[src/rtl/systolic_pe_acc.sv]
// rtl/systolic_pe_acc.sv - systolic MAC processing element with per-column result drain chain
// Define PE_SAT_EN to saturate the accumulator on signed overflow instead of wrapping.
module systolic_pe_acc #(
  parameter int DATA_W = 8,
  parameter int ACC_W  = 24
) (
  input  logic              clk,
  input  logic              rst,
  input  logic [DATA_W-1:0] row_in,
  input  logic              row_vld_in,
  input  logic [DATA_W-1:0] col_in,
  input  logic              col_vld_in,
  input  logic              clr_in,
  input  logic [ACC_W-1:0]  res_in,
  input  logic              res_vld_in,
  output logic [DATA_W-1:0] row_out,
  output logic              row_vld_out,
  output logic [DATA_W-1:0] col_out,
  output logic              col_vld_out,
  output logic              clr_out,
  output logic [ACC_W-1:0]  res_out,
  output logic              res_vld_out,
  output logic              acc_ovf,
  output logic              drop_err
);

  typedef enum logic {IDLE, ACC} state_t;

  state_t                     state;
  logic signed [ACC_W-1:0]    acc;
  logic        [ACC_W-1:0]    pend;
  logic                       pend_vld;

  logic signed [2*DATA_W-1:0] prod;
  logic signed [ACC_W-1:0]    p_ext;
  logic signed [ACC_W-1:0]    sum;
  logic signed [ACC_W-1:0]    acc_next;
  logic                       fire;
  logic                       ovf_now;
  logic                       capture;

  assign fire    = row_vld_in & col_vld_in;
  assign prod    = $signed(row_in) * $signed(col_in);
  assign p_ext   = ACC_W'(prod);
  assign sum     = acc + p_ext;
  // Overflow only when both addends share a sign and the sum's sign differs.
  assign ovf_now = (acc[ACC_W-1] == p_ext[ACC_W-1]) && (sum[ACC_W-1] != acc[ACC_W-1]);
  assign capture = clr_in && (state == ACC);

`ifdef PE_SAT_EN
  assign acc_next = !ovf_now ? sum :
                    acc[ACC_W-1] ? {1'b1, {(ACC_W-1){1'b0}}} : {1'b0, {(ACC_W-1){1'b1}}};
`else
  assign acc_next = sum;
`endif

  always_ff @(posedge clk) begin
    if (rst) begin
      state       <= IDLE;
      acc         <= '0;
      pend        <= '0;
      pend_vld    <= 1'b0;
      row_out     <= '0;
      row_vld_out <= 1'b0;
      col_out     <= '0;
      col_vld_out <= 1'b0;
      clr_out     <= 1'b0;
      res_out     <= '0;
      res_vld_out <= 1'b0;
      acc_ovf     <= 1'b0;
      drop_err    <= 1'b0;
    end else begin
      row_out     <= row_in;
      row_vld_out <= row_vld_in;
      col_out     <= col_in;
      col_vld_out <= col_vld_in;
      clr_out     <= clr_in;

      if (clr_in) begin
        acc   <= fire ? p_ext : '0;
        state <= fire ? ACC : IDLE;
      end else if (fire) begin
        acc   <= acc_next;
        state <= ACC;
        if (ovf_now) acc_ovf <= 1'b1;
      end

      // Upstream traffic always wins the output register; the local result waits.
      if (res_vld_in) begin
        res_out     <= res_in;
        res_vld_out <= 1'b1;
      end else if (pend_vld) begin
        res_out     <= pend;
        res_vld_out <= 1'b1;
      end else begin
        res_vld_out <= 1'b0;
      end

      if (capture) begin
        pend     <= acc;
        pend_vld <= 1'b1;
        if (pend_vld && res_vld_in) drop_err <= 1'b1;
      end else if (pend_vld && !res_vld_in) begin
        pend_vld <= 1'b0;
      end
    end
  end

endmodule
[config.mk]
export PLATFORM = sky130hd
export DESIGN_NAME = systolic_pe_acc
export DESIGN_NICKNAME = d
export VERILOG_FILES = /design/src/rtl/systolic_pe_acc.sv
export SDC_FILE = /design/constraint.sdc
export NUM_CORES = 1
export LEC_CHECK = 0
export BUFFER_PORTS_ARGS = -buffer_cell sky130_fd_sc_hd__buf_2
export CAP_MARGIN = 15
export CORE_ASPECT_RATIO = 0.7
export CORE_UTILIZATION = 40
export CTS_CLUSTER_DIAMETER = 40
export DETAILED_ROUTE_END_ITERATION = 7
export GPL_TIMING_DRIVEN = 1
export PLACE_DENSITY = 0.63
export SYNTH_ARGS = -nofsm -noshare
export SYNTH_HDL_FRONTEND = slang
export SYNTH_SLANG_ARGS = --single-unit
[constraint.sdc]
create_clock -name clk -period 9.1 [get_ports clk]
set_input_delay 0.455 -clock clk [delete_from_list [all_inputs] [get_ports clk]]
set_output_delay 0.455 -clock clk [all_outputs]
set_load 0.005 [all_outputs]
==> summary.md <==
| Metric | Value |
|---|---|
| CP Launch Type | primary input |
| # DRC | 0 |
| Vias in the first global route | around 5,400 |
| Synth cell types | 59 |
| Overflow after GRT | 0 |
| Setup repair bufs after CTS | 0 |
| Sum Neg Setup Slack | 0 ns |
| Clock slew seen by the registers of the worst setup and hold paths | about 0.070 ns |
| Top Ports | 92 |
| Hold Path Class | in -> reg |
| Final Max Tran Viols | 0 |
| Static Leak | between 0.003 and 0.004 uW |
| Cts repair resizes | 0 |
| Largest net degree at the start of global routing | 74 |
| Final Net Count | 1,094 |
| Longest Clk Path Bufs | 2 |
| Net count after synthesis | 1,026 |
| Rel. slew slack | 40.7% |
| Most used cell, CP | fa_1 |
| WHS | 0.335 ns |
| Via Count | 5,880 |
| Clock Skew | just over 0.007 ns |
| Crit path kind | in -> reg |
| Clk sinks | 96 |
| FF-to-FF setup slack | 6.08 ns |
| First-pass GRT wire length | 26,600 um |
| Synth Cell Area | roughly 0.0073 mm2 |
| Drt via density | ~5 |
| Gr usage total | 17.6% |
| Crit path DAT | between 6 and 7 ns |
| Most used DFF post-synth | dfxtp_1 |
| Post-CTS Hold Buffers | 0 |
| DR pass1 iterations | 4 |
| CP Data Required Time | between 9 and 10 ns |
| Critical path, cell by cell | buf_2 > nor2b_1 > fa_1 > fa_1 > fa_1 > inv_1 > fa_1 > inv_1 > ha_1 > or2_1 > a31oi_1 > a211o_1 > a21boi_0 > or3_1 > and2_1 > ha_1 > a21oi_1 > o21bai_1 > a2111oi_0 > nor3_1 > o41ai_4 > and4_1 > o21ai_1 > a21oi_1 |
| CTS HTree Levels | 3 |
| Slowest CP cell | fa_1 |
| EDFF count, synth | 0 |
| DRT Wirelength | 15,800 um |
| Tightest Pin Transition | between 0.8 and 0.9 ns |
| DP HPWL | approximately 12,000 um |
| Die area | 0.0189 mm2 |
| CTS tree | built |
| Synth area leader | dfxtp_1 |
| RSZ-0062 raised after global routing | false |
| Maxcap violations | 0 |
| Die X | 164 um |
| Yosys Warn Count | 0 |
| Core area | ~0.018 mm2 |
| Register area share after synthesis | 26.2% |
| Starting Density | approximately two fifths |
| Fmax | ~150 MHz |
| Root Buffer | clkbuf_16 |
| IO Port Bufs | 91 |
| Instance count of the mapped netlist | 872 |
| Wire per inst | 13.4 um |
| Fin. Hold Viols | 0 |
| Layout cells sized above 1 | 13.2% |
| Initial DRC count | 297 |
| Power density cells | 353 mW/mm2 |
| Row cnt | 41 |
| Initial antenna violation count | 0 |
| Antenna viol nets, final | 0 |
| Die Ht | 115 um |
| Inserted Clock Buffers | 9 |
| Max FO, Critical Path | 10 |
| Tmin final | 6.70 ns |
| Clk Latency, worst-skew pair | 0.35 ns |
| Total Power | 2920 uW |
| Post-synthesis register bit count | 96 |
| Max stage delay on crit path | between 0.5 and 0.6 ns |
| WP buf/inv | 3 |
| Ys async rst share | 0% |
| Crit end category | flop |
| Tcrit/Tclk final | 73.7% |
| Placer congestion estimate | 0.849 |
| Worst VDD drop | 0.235 mV |
| Layout area overhead | 12.7% |
| Post-synth top area share | about a quarter |
| # diodes | 0 |
| Delay-heaviest family, CP | adder cells |
| Status | complete, no violations |
| # setup viols final | 0 |
| Synth top area cells | dfxtp_1 26%, fa_1 15%, ha_1 8.9% |
| Avg Cell Area, Syn | 8.43 um2 |
==> registers in the layout (all words and copies together) (netlist names) <==
| name | flops |
|---|---|
| pend_vld | 1 |
| res_out | 24 |
| res_vld_out | 1 |
| drop_err | 1 |
| state | 1 |
| pend | 24 |
| col_vld_out | 1 |
| acc | 24 |
| row_vld_out | 1 |
| clr_out | 1 |
| acc_ovf | 1 |
| row_out | 8 |
| col_out | 8 |
==> worst min-delay path, stage by stage <==
cell and delay, ns:
buf_2 0.07, a21oi_1 0.05, nor2_1 0.07
==> final cells by class <==
cell class                      instances  area (um2)
Fill cell                            1803        9730
Multi-Input combinational cell        646        4910
Sequential cell                        96        1920
Timing Repair Buffer                   94         480
Inverter                               93         349
Tap cell                              236         295
Clock buffer                            9         225
Clock inverter                          7        98.8
==> placed cells by master (no fill, tap or decap), drive strengths merged, types with 4 or more instances in the layout <==
master	n
a211o	4
a211oi	11
a21o	11
a21oi	98
a31oi	13
and2	48
buf	94
clkbuf	9
dfxtp	96
fa	56
ha	52
inv	96
mux2i	27
nand2	94
nand2b	11
nand3	7
nor2	82
nor2b	25
nor3	7
o211ai	5
o21ai	21
o21bai	6
o31ai	4
or3	4
xnor2	25
xor2	7
==> final timing paths <==
kind / startpoint / to / depth (start not counted)
min: res_in[15] / res_out[15] / 3
min reg2reg: pend[21] / pend[21] / 2
max: col_in[7] / acc_ovf / 24
max reg2reg: acc[0] / acc[20] / 10
==> metal layers <==
| metal | GRT usage (%) | part of all wire [%] | vias to the layer above |
|---|---|---|---|
| met5 | 0 | 0 | - |
| met4 | 3.70 | 0.98 | 0 |
| met3 | 3.25 | 2.5 | 13 |
| met2 | 28.2 | 44 | 61 |
| met1 | 24.8 | 52 | 2793 |
| li1 | - | - | 3013 |
==> through the flow <==
step | cells | util [%] | instance area, um2 | setup slack (ns)
2_1_floorplan | 872 | - | 7350 | 2.67
3_3_place_gp | 1165 | 44.2 | 7950 | 2.28
3_5_place_dp | 1165 | 44.2 | 7950 | 2.13
4_1_cts | 1181 | 46.0 | 8280 | 2.49
5_1_grt | 1181 | 46.0 | 8280 | 1.88
6_report | 1181 | 46.0 | 8280 | 2.40
==> power by group <==
| group | internal (uW) | leakage [uW] | total, uW | switching (uW) |
|---|---|---|---|---|
| clock network | 244 | 0.000157 | 424 | 180 |
| logic | 828 | 0.00273 | 1990 | 1160 |
| registers | 468 | 0.000786 | 507 | 39.0 |
| total | 1540 | 0.00367 | 2920 | 1380 |
==> cell usage after synthesis (3+ instances only) <==
cell type  number
inv_1          93
a211oi_1        9
buf_1           3
or3_1           3
nand3_1         6
fa_1           56
nor3_1          7
mux2i_1        27
nand2_1        94
o22ai_1         3
o21ai_0        16
o21bai_1        6
nand2b_1       11
o21ai_1         3
o31ai_1         4
and3_1          3
a21o_1         11
nor2b_1        25
and2_1         48
ha_1           52
a21oi_1        98
o211ai_1        4
nor2_1         82
xor2_1          7
clkbuf_1       29
a211o_1         3
a31oi_1        12
xnor2_1        25
dfxtp_1        96
==> logic make-up (layout without fill, tap and decap cells) <==
kind of cell    after synthesis  after routing  share of synthesized area [%]
compound gates              189            189                           16.5
xor+xnor                     32             32                           3.81
fa+ha+maj                   108            108                           24.1
buf+inv                     130            203                           7.05
flops                        96             96                           26.2
mux                          28             28                           3.83
simple gates                289            289                           18.6
(Power assumes the default switching activity.)
